[src/rtl/repl_fifo_sets_if.sv]
// Request/response bundle for repl_fifo_sets: query, fill, invalidate and flush.
// lock_mask exists only when REPL_LOCK_EN is defined.
interface repl_fifo_sets_if #(
  parameter int SET_ASSOC = 4,
  parameter int SET_NUM   = 64
);
  localparam int WAY_W = $clog2(SET_ASSOC);
  localparam int SET_W = $clog2(SET_NUM);

  logic             query_en;
  logic [SET_W-1:0] query_set;
  logic             repl_valid;
  logic [WAY_W-1:0] repl_index;
  logic             fill_en;
  logic [SET_W-1:0] fill_set;
  logic [WAY_W-1:0] fill_way;
  logic             inval_en;
  logic [SET_W-1:0] inval_set;
  logic [WAY_W-1:0] inval_way;
  logic             flush;
  logic             flush_busy;
`ifdef REPL_LOCK_EN
  logic [SET_ASSOC-1:0] lock_mask;
`endif

  modport master (
    output query_en, query_set, fill_en, fill_set, fill_way,
           inval_en, inval_set, inval_way, flush,
`ifdef REPL_LOCK_EN
           lock_mask,
`endif
    input  repl_valid, repl_index, flush_busy
  );

  modport slave (
    input  query_en, query_set, fill_en, fill_set, fill_way,
           inval_en, inval_set, inval_way, flush,
`ifdef REPL_LOCK_EN
           lock_mask,
`endif
    output repl_valid, repl_index, flush_busy
  );
endinterface

[src/rtl/repl_fifo_sets.sv]
// FIFO replacement state for every set of a set-associative cache, with invalid-way
// preference and a one-set-per-cycle flush walker. Optional way locking: REPL_LOCK_EN.
//
// state | meaning
// ------+-------------------------------------------------------------
// IDLE  | serve queries, apply fills/invalidates
// FLUSH | clear set flush_cnt each cycle; fills, invals, queries ignored
module repl_fifo_sets #(
  parameter int SET_ASSOC = 4,
  parameter int SET_NUM   = 64,
  parameter int WAY_W     = $clog2(SET_ASSOC),
  parameter int SET_W     = $clog2(SET_NUM)
) (
  input  logic              clk,
  input  logic              rst_n,
  repl_fifo_sets_if.slave   bus
);
  typedef enum logic {IDLE, FLUSH} state_t;

  state_t               state;
  logic [SET_W-1:0]     flush_cnt;
  logic                 flush_busy_q;
  logic                 repl_valid_q;
  logic [WAY_W-1:0]     repl_index_q;
  logic [SET_ASSOC-1:0] valid_q [SET_NUM];
  logic [WAY_W-1:0]     ptr_q   [SET_NUM];

  logic [SET_ASSOC-1:0] q_valid;
  logic [WAY_W-1:0]     q_ptr;
  logic [WAY_W-1:0]     victim;
  logic                 pick_ok;
`ifdef REPL_LOCK_EN
  logic [WAY_W-1:0]     scan_idx;
`endif

  // Queried set as it will look after this cycle's fill/inval (same-set bypass).
  always_comb begin
    q_valid = valid_q[bus.query_set];
    q_ptr   = ptr_q[bus.query_set];
    if (bus.inval_en && bus.inval_set == bus.query_set)
      q_valid[bus.inval_way] = 1'b0;
    if (bus.fill_en && bus.fill_set == bus.query_set) begin
      q_valid[bus.fill_way] = 1'b1;
      if (bus.fill_way == q_ptr)
        q_ptr = q_ptr + 1'b1;
    end
  end

`ifdef REPL_LOCK_EN
  always_comb begin
    victim   = q_ptr;
    scan_idx = '0;
    pick_ok  = ~&bus.lock_mask;
    // Downward scans so the lowest offset / lowest way is the last to win.
    for (int k = SET_ASSOC - 1; k >= 0; k--) begin
      scan_idx = q_ptr + WAY_W'(k);
      if (!bus.lock_mask[scan_idx])
        victim = scan_idx;
    end
    for (int i = SET_ASSOC - 1; i >= 0; i--) begin
      if (!q_valid[i] && !bus.lock_mask[i])
        victim = WAY_W'(i);
    end
  end
`else
  always_comb begin
    victim  = q_ptr;
    pick_ok = 1'b1;
    for (int i = SET_ASSOC - 1; i >= 0; i--) begin
      if (!q_valid[i])
        victim = WAY_W'(i);
    end
  end
`endif

  always_ff @(posedge clk or negedge rst_n) begin
    if (!rst_n) begin
      state        <= IDLE;
      flush_cnt    <= '0;
      flush_busy_q <= 1'b0;
      repl_valid_q <= 1'b0;
      repl_index_q <= '0;
      for (int s = 0; s < SET_NUM; s++) begin
        valid_q[s] <= '0;
        ptr_q[s]   <= '0;
      end
    end else begin
      repl_valid_q <= 1'b0;
      case (state)
        IDLE: begin
          if (bus.inval_en)
            valid_q[bus.inval_set][bus.inval_way] <= 1'b0;
          // Issued after the invalidate so a same-way fill takes precedence.
          if (bus.fill_en) begin
            valid_q[bus.fill_set][bus.fill_way] <= 1'b1;
            if (bus.fill_way == ptr_q[bus.fill_set])
              ptr_q[bus.fill_set] <= ptr_q[bus.fill_set] + 1'b1;
          end
          if (bus.query_en && pick_ok) begin
            repl_valid_q <= 1'b1;
            repl_index_q <= victim;
          end
          if (bus.flush) begin
            state        <= FLUSH;
            flush_cnt    <= '0;
            flush_busy_q <= 1'b1;
          end
        end
        FLUSH: begin
          valid_q[flush_cnt] <= '0;
          ptr_q[flush_cnt]   <= '0;
          flush_cnt          <= flush_cnt + 1'b1;
          if (flush_cnt == SET_W'(SET_NUM - 1)) begin
            state        <= IDLE;
            flush_busy_q <= 1'b0;
          end
        end
        default: state <= IDLE;
      endcase
    end
  end

  assign bus.repl_valid = repl_valid_q;
  assign bus.repl_index = repl_index_q;
  assign bus.flush_busy = flush_busy_q;
endmodule

[src/flat_wrapper.sv]
// flat-port wrapper written by rule: the top's interface ports become plain ports
module repl_fifo_sets_flat 
#(
  parameter int SET_ASSOC = 4,
  parameter int SET_NUM   = 64,
  parameter int WAY_W     = $clog2(SET_ASSOC),
  parameter int SET_W     = $clog2(SET_NUM)
)
  (clk, rst_n, bus_query_en, bus_query_set, bus_fill_en, bus_fill_set, bus_fill_way, bus_inval_en, bus_inval_set, bus_inval_way, bus_flush, bus_repl_valid, bus_repl_index, bus_flush_busy);
  repl_fifo_sets_if #(.SET_ASSOC(SET_ASSOC), .SET_NUM(SET_NUM)) bus_i ();
  input  logic clk;
  input  logic rst_n;
  input wire logic [$bits(bus_i.query_en)-1:0] bus_query_en;
  input wire logic [$bits(bus_i.query_set)-1:0] bus_query_set;
  input wire logic [$bits(bus_i.fill_en)-1:0] bus_fill_en;
  input wire logic [$bits(bus_i.fill_set)-1:0] bus_fill_set;
  input wire logic [$bits(bus_i.fill_way)-1:0] bus_fill_way;
  input wire logic [$bits(bus_i.inval_en)-1:0] bus_inval_en;
  input wire logic [$bits(bus_i.inval_set)-1:0] bus_inval_set;
  input wire logic [$bits(bus_i.inval_way)-1:0] bus_inval_way;
  input wire logic [$bits(bus_i.flush)-1:0] bus_flush;
  output wire logic [$bits(bus_i.repl_valid)-1:0] bus_repl_valid;
  output wire logic [$bits(bus_i.repl_index)-1:0] bus_repl_index;
  output wire logic [$bits(bus_i.flush_busy)-1:0] bus_flush_busy;
  assign bus_i.query_en = bus_query_en;
  assign bus_i.query_set = bus_query_set;
  assign bus_i.fill_en = bus_fill_en;
  assign bus_i.fill_set = bus_fill_set;
  assign bus_i.fill_way = bus_fill_way;
  assign bus_i.inval_en = bus_inval_en;
  assign bus_i.inval_set = bus_inval_set;
  assign bus_i.inval_way = bus_inval_way;
  assign bus_i.flush = bus_flush;
  assign bus_repl_valid = bus_i.repl_valid;
  assign bus_repl_index = bus_i.repl_index;
  assign bus_flush_busy = bus_i.flush_busy;
  repl_fifo_sets #(.SET_ASSOC(SET_ASSOC), .SET_NUM(SET_NUM), .WAY_W(WAY_W), .SET_W(SET_W)) u_core (.clk(clk), .rst_n(rst_n), .bus(bus_i));
endmodule
[config.mk]
export PLATFORM = sky130hd
export DESIGN_NAME = repl_fifo_sets_flat
export DESIGN_NICKNAME = d
export VERILOG_FILES = /design/src/rtl/repl_fifo_sets_if.sv /design/src/rtl/repl_fifo_sets.sv /design/src/flat_wrapper.sv
export SDC_FILE = /design/constraint.sdc
export NUM_CORES = 1
export LEC_CHECK = 0
export BUFFER_PORTS_ARGS = -buffer_cell sky130_fd_sc_hd__buf_2
export CAP_MARGIN = 10
export CORE_MARGIN = 2
export CORE_UTILIZATION = 40
export DETAILED_ROUTE_END_ITERATION = 10
export GPL_TIMING_DRIVEN = 0
export SLEW_MARGIN = 20
export SYNTH_ARGS = -nofsm -noshare
export SYNTH_HDL_FRONTEND = slang
export SYNTH_SLANG_ARGS = --single-unit
export TNS_END_PERCENT = 20
[constraint.sdc]
create_clock -name clk -period 2.3 [get_ports clk]
set_input_delay 0.345 -clock clk [delete_from_list [all_inputs] [get_ports clk]]
set_output_delay 0.345 -clock clk [all_outputs]
set_load 0.01 [all_outputs]
# Word-level counts from Yosys, hierarchy flattened
# Index checks and enable logic that the tools add are counted.
[totals] ff_bits=395 in_bits=28 out_inout_bits=4 elab_cells=230
[op_classes] addsub=3 n_lt_le_gt_ge=11 eq_ne=9 muxes=49 bitwise=15 reduce_logical=10
[op_table] op="$mux W256" count=3
[op_table] op="$and A256 B256 Y256" count=2
[op_table] op="$not A256 Y256" count=2
[op_table] op="$pmux W256 S2" count=1
[op_table] op="$mux W128" count=2
[op_table] op="$or A256 B256 Y256" count=1
[op_table] op="$pmux W128 S2" count=1
[op_table] op="$and A128 B128 Y128" count=1
[op_table] op="$bwmux W128" count=1
[op_table] op="$not A128 Y128" count=1
[op_table] op="$demux W4 S6" count=3
[op_table] op="$ge A7 B7 Y1 const B" count=4
[op_table] op="$mux W4" count=7
[op_table] op="$not A6 Y7" count=4
[op_table] op="$bmux W2 S6" count=2
[op_table] op="$bmux W4 S6" count=1
[op_table] op="$demux W2 S6" count=2
[op_table] op="$mux W2" count=12
[op_table] op="$lt A7 B1 Y1 const B" count=3
[op_table] op="$eq A6 B6 Y1" count=2
[op_table] op="$pmux W6 S2" count=1
[op_table] op="$mux W1" count=8
[op_table] op="$logic_and A1 B1 Y1" count=7
[op_table] op="$add A6 B1 Y6 const B" count=1
[op_table] op="other kinds (15)" count=25

# Depth between registers and ports, before layout
[depth] depth_word=13 ltp_mapped=13 mapped_depth_nobuf=8

# Worst setup path after synthesis
# OpenSTA, ideal clock, no wires.
[synth_path] path_type="input to register" from="input bus_query_set[0]" to="register u_core.repl_index_q[1] (netlist: u_core.bus.repl_index[1])" setup_ns=0.095 t_arrival_ns=2.760 t_required_ns=2.205 slack_ns=-0.555 path_stages=11 path_buffers=3 cell_sequence="clkbuf_1 -> buf_2 -> buf_2 -> mux4_2 -> mux4_2 -> mux2i_1 -> nor2_1 -> a21oi_1 -> o22ai_1 -> o2111a_1 -> o31ai_1"
[synth_via] elab_chain_len=12 word_cells_on_any_way=23 cone_classes="add/sub (1); eq/ne (3); mux (14); bitwise (3); reduce/logical (2)"
[synth_lines] element="start: declaration" line_no="flat_wrapper.sv:14" text="input wire logic [$bits(bus_i.query_set)-1:0] bus_query_set;"
[synth_lines] element="branches (longest 11 deep; another with $add A2 B1 Y2)"
[synth_lines] element="$mux W2 (*)" line_no="repl_fifo_sets.sv:70" text="if (!q_valid[i])"
[synth_lines] element="end signal: assignment" line_no="repl_fifo_sets.sv:101" text="repl_index_q <= victim;"
[synth_lines] element="end: declaration" line_no="repl_fifo_sets.sv:24" text="logic [WAY_W-1:0] repl_index_q;"
# Mark *: on every way between the ends. The select of a mux whose other input is x is not followed.
# A chain may end at the register's enable or synchronous reset.

# Worst setup path after layout
[layout_path] from="register u_core.ptr_q[92] (netlist bit)" to="register u_core.ptr_q[2] (netlist bit)"
[layout_via] elab_chain_len=8 word_cells_on_any_way=11 cone_classes="add/sub (1); eq/ne (2); mux (7); reduce/logical (1)"
[layout_lines] element="start: declaration" line_no="repl_fifo_sets.sv:26" text="logic [WAY_W-1:0] ptr_q [SET_NUM];"
[layout_lines] element="start signal: indexed assignment" line_no="repl_fifo_sets.sv:97" text="ptr_q[bus.fill_set] <= ptr_q[bus.fill_set] + 1'b1;"
[layout_lines] element="$bmux W2 S6 (*)" line_no="repl_fifo_sets.sv:96, repl_fifo_sets.sv:97"
[layout_lines] element="$mux W2 (not written as such) (*) (2 in series)" line_no="repl_fifo_sets.sv:96, repl_fifo_sets.sv:97"
[layout_lines] element="$add A2 B1 Y2" line_no="repl_fifo_sets.sv:97"
[layout_lines] element="$bwmux W128" line_no="repl_fifo_sets.sv:97"
[layout_lines] element="$mux W128" line_no="repl_fifo_sets.sv:96" text="if (bus.fill_way == ptr_q[bus.fill_set])"
[layout_lines] element="$mux W128" line_no="repl_fifo_sets.sv:94" text="if (bus.fill_en) begin"
[layout_lines] element="$pmux W128 S2" line_no="repl_fifo_sets.sv:89" text="case (state)"
# Mark *: on every way between the ends. The rest lies on a longest branch, timed or not. The select of a mux whose other input is x is not followed.

==> results.sh <==
export IMPL_asyncSetResetFlopFracSynth_pct=100
export IMPL_number_of_synthesized_flops_with_an_enable_pin=0
export IMPL_drive_above_1_share_pct=21.7
export IMPL_synth_distinct_cells=69
export IMPL_worst_case_vdd_ir_drop_uv=603
export IMPL_switching_power_uw=8430
export IMPL_die_h_um=240
export IMPL_detail_route_drc_violations=0
export IMPL_finish_instance_area_um2=26400
export IMPL_slew_headroom_pct=21.6
export IMPL_yosys_most_used_dff="dfrtp_1"
export IMPL_via_count_of_the_first_global_routing_pass=20200
export IMPL_die_area_um2=57700
export IMPL_synthesis_yosys_warnings=0
export IMPL_worst_ep_required_ns=2.81
export IMPL_layoutNonFillerInstCount=2964
export IMPL_clock_pin_slew_on_the_worst_setup_and_hold_paths_ns=0.06
export IMPL_initial_core_util_pct=40.5
export IMPL_max_freq_ghz=0.349
export IMPL_antennaDiodeCount=0
export IMPL_status="finished, violations left"
export IMPL_numPortBuffers=18
export IMPL_synth_sequential_area_ratio_pct=44.3
export IMPL_post_drt_via_cell_ratio=7.02
export IMPL_number_of_hold_slack_violations_in_the_final_timing_report=0
export IMPL_finalWirelength_um=101000
export IMPL_seq_power_share_pct=38.7
export IMPL_failed_checks="setup timing"
export IMPL_htree_levels=2
export IMPL_vias=20800
export IMPL_placed_area_um2=23700
export IMPL_clkPwrFrac_pct=33.6
export IMPL_area_growth_synth_to_final_pct=18.4
export IMPL_dieWidth_um=240
export IMPL_rows=86
export IMPL_multi_input_comb_area_um2=12400
export IMPL_layout_worst_path_cycle_share_pct=124
export IMPL_yosys_register_bits=395
export IMPL_grt_met2_usage_pct=49.5
export IMPL_critPathCaptureType="flip-flop"
export IMPL_mapped_cells=2092
export IMPL_gp_congestion=1.06
export IMPL_syn_num_nets=2121
export IMPL_grt_busiest_layer="met2"
export IMPL_drt_first_pass_iters=9
export IMPL_grt_pass1_wl_um=145000
export IMPL_finish_utilization_pct=47.9
export IMPL_grt_max_degree=100
export IMPL_final_antenna_net_count=0
export IMPL_min_delay_path_class="input pin to flip-flop"
export IMPL_setup_slack_ns=-0.562
export IMPL_fin_worst_skew_ns=0.0306
export IMPL_timing_critical_path_from="u_core.ptr_q[92]"
export IMPL_hold_start="bus_query_en"
export IMPL_placement_stage_worst_setup_slack_ns=-1.56
export IMPL_finalSetupViolCount=272
export IMPL_p_int_uw=15500
export IMPL_nets=2212
export IMPL_drv_max_cap_violation_count=0
export IMPL_critical_path_peak_fanout=8
export IMPL_leakagePower_uw=0.0106
export IMPL_worst_pin_slew_ns=1.18
export IMPL_worst_ep_arrival_time_ns=3.37
export IMPL_register_area_um2=9890
export IMPL_cts_made_buffers=46
export IMPL_detailedRoute_firstIterationViolations=3494
export IMPL_clock_sinks=395
export IMPL_met3_usage_pct=14.7
export IMPL_setup_tns_ns=-73.07
export IMPL_crit_path_start_kind="flip-flop"
export IMPL_global_route_usage_met1_pct=45.7
export IMPL_top_level_ports=32
export IMPL_clk_latency_ns=0.63
export IMPL_rsz0062_at_grt="yes"
export IMPL_power_per_cell_area_nw_per_um2=905
export IMPL_floorplan_core_area_um2=55100
export IMPL_routed_wire_length_per_instance_um=34.2
export IMPL_fraction_of_power_spent_switching_nets_pct=35.3
export IMPL_placed_cells_incl_taps=2863
export IMPL_combPwrFrac_pct=27.7
export IMPL_slew_violations=0
export IMPL_antenna_violations_before_repair=1
export IMPL_worstReg2RegStart="u_core.ptr_q[92]"
export IMPL_fillers=5020
export IMPL_gr_total_overflow=0
export IMPL_place_hpwl_um=71300
export IMPL_tritoncts="yes"
export IMPL_global_route_usage_total_pct=35.5
export IMPL_netlist_area_um2=22300
export IMPL_finalCriticalPeriod_ns=2.86
export IMPL_ctsLongestPathBuffers=3
export IMPL_clock_root_buffer="clkbuf_16"
export IMPL_criticalPathCategory="flip-flop to flip-flop"
export IMPL_synthesis_area_per_instance_um2=10.7
## placed cells by master, fill, tap and decap left out, types with 14 or more instances in the layout
cell type | Yosys | layout
o21ai_0 | 63 | 56
mux2i_1 | 138 | 134
dfrtp_1 | 395 | 392
nor3_2 | 30 | 20
clkbuf_1 | 106 | 75
nand2_1 | 475 | 461
a21oi_1 | 40 | 37
clkbuf_2 | 0 | 24
buf_4 | 4 | 21
nand2_2 | 0 | 14
clkbuf_16 | 0 | 50
nand2b_1 | 14 | 14
a32o_1 | 233 | 233
nand3_1 | 26 | 25
nor3_4 | 0 | 36
buf_6 | 4 | 17
mux4_2 | 129 | 129
buf_2 | 32 | 38
nor2_1 | 166 | 158
## flip-flops by register name, summed over array words and instances, names as in the netlist
signal	count
u_core.bus.repl_index	2
u_core.bus.repl_valid	1
u_core.bus.flush_busy	1
u_core.flush_cnt	6
u_core.ptr_q	128
u_core.state	1
u_core.valid_q	256
## logic make-up (layout without fill, tap and decap cells)
family                     after synthesis  in the layout  share of synthesized area, %
AOI/OAI and AO/OA                      406            406                          15.4
xor gates and xnor gates                17             17                         0.667
buffers and inverters                  171            295                          3.26
DFF                                    395            395                          44.3
and+or+nand+nor                        822            822                          16.5
muxes                                  280            280                          19.9
adders and majority gates                1              1                        0.0561
## metrics by stage
stage | total power (uW) | hold slack [ns]
3_3_place_gp | 14500 | 0.478
4_1_cts | 23400 | 0.0118
2_1_floorplan | 12400 | 0.0494
3_5_place_dp | 14700 | 0.234
6_report | 23900 | 0.0116
5_1_grt | 24600 | 0.0355
## cell usage after synthesis, drive strengths merged (5+ instances only)
master / n / area share [%]
nand2b: 14 / 0.39
a22oi: 7 / 0.24
mux2: 13 / 0.66
a32o: 233 / 10
xnor2: 8 / 0.31
a21oi: 40 / 0.90
o211ai: 9 / 0.30
o21ai: 64 / 1.4
o22ai: 13 / 0.39
xor2: 9 / 0.35
mux2i: 138 / 6.2
nor3: 61 / 2.0
buf: 57 / 1.3
nor3b: 8 / 0.27
dfrtp: 395 / 44
nand3: 26 / 0.58
and3: 7 / 0.20
and2: 6 / 0.17
clkbuf: 106 / 1.8
or3: 12 / 0.43
a221oi: 7 / 0.33
inv: 6 / 0.10
nand2: 475 / 8.0
mux4: 129 / 13
a31oi: 5 / 0.14
nor2b: 9 / 0.25
or2: 7 / 0.20
nand3b: 13 / 0.44
nor2: 166 / 2.8
## power by group through the flow
| stage | Sequential, uW | Clock, uW | Combinational (uW) |
|---|---|---|---|
| floorplan | 8760 | 0 | 3590 |
| global placement | 9230 | 0 | 5280 |
| detailed placement | 9260 | 0 | 5470 |
| CTS | 9170 | 8050 | 6130 |
| global route | 9310 | 8370 | 6880 |
| finish | 9250 | 8050 | 6620 |
## path summary, 6_finish.rpt
path / endpoint / cells after the start / slack [ns]
min in group asynchronous: u_core.ptr_q[59] / 2 / 0.20
max in group asynchronous: u_core.valid_q[53] / 3 / 1.26
hold reg to reg: u_core.bus.repl_index[0] / 2 / 0.48
hold / removal: u_core.bus.repl_valid / 3 / 0.01
setup / recovery: u_core.ptr_q[2] / 11 / -0.56
setup reg to reg: u_core.ptr_q[2] / 11 / -0.56
## repair_timing
item | CTS | global route
endpoints found under the hold margin | 49 | 0
gates resized for setup | 163 | 70
setup buffers | 12 | 4
cloned | 3 | 2
hold buffers | 1 | 0
pin swaps | 11 | 21
endpoints found under the setup margin | 370 | 358
## routing by layer
metal,vias up,share of wire [%]
met3,485,15
met1,10500,36
met2,1777,41
li1,8093,-
met4,0,7.7
met5,-,0
## layout make-up
| type | instances | share of cell area, % |
|---|---|---|
| plain buffers | 161 | 3.95 |
| flip-flops and latches | 395 | 37.4 |
| repair buffers | 45 | 1.86 |
| clock buffers | 66 | 5.06 |
| clock inverters | 15 | 1.04 |
| inverters | 8 | 0.128 |
| well taps | 748 | 3.54 |
| multi-input cells | 1526 | 47.0 |
## worst max-delay path, stage by stage, from the launching register on
cell     delay (ns)
dfrtp_2        0.47
mux4_2         0.47
mux2i_1        0.16
nor2_1         0.09
nor4b_4        0.25
buf_6          0.17
and4_4         0.24
o22ai_4        0.14
buf_12         0.20
buf_12         0.14
nor3_4         0.17
mux2i_1        0.25
No activity file was read; power rests on OpenSTA's default activity.
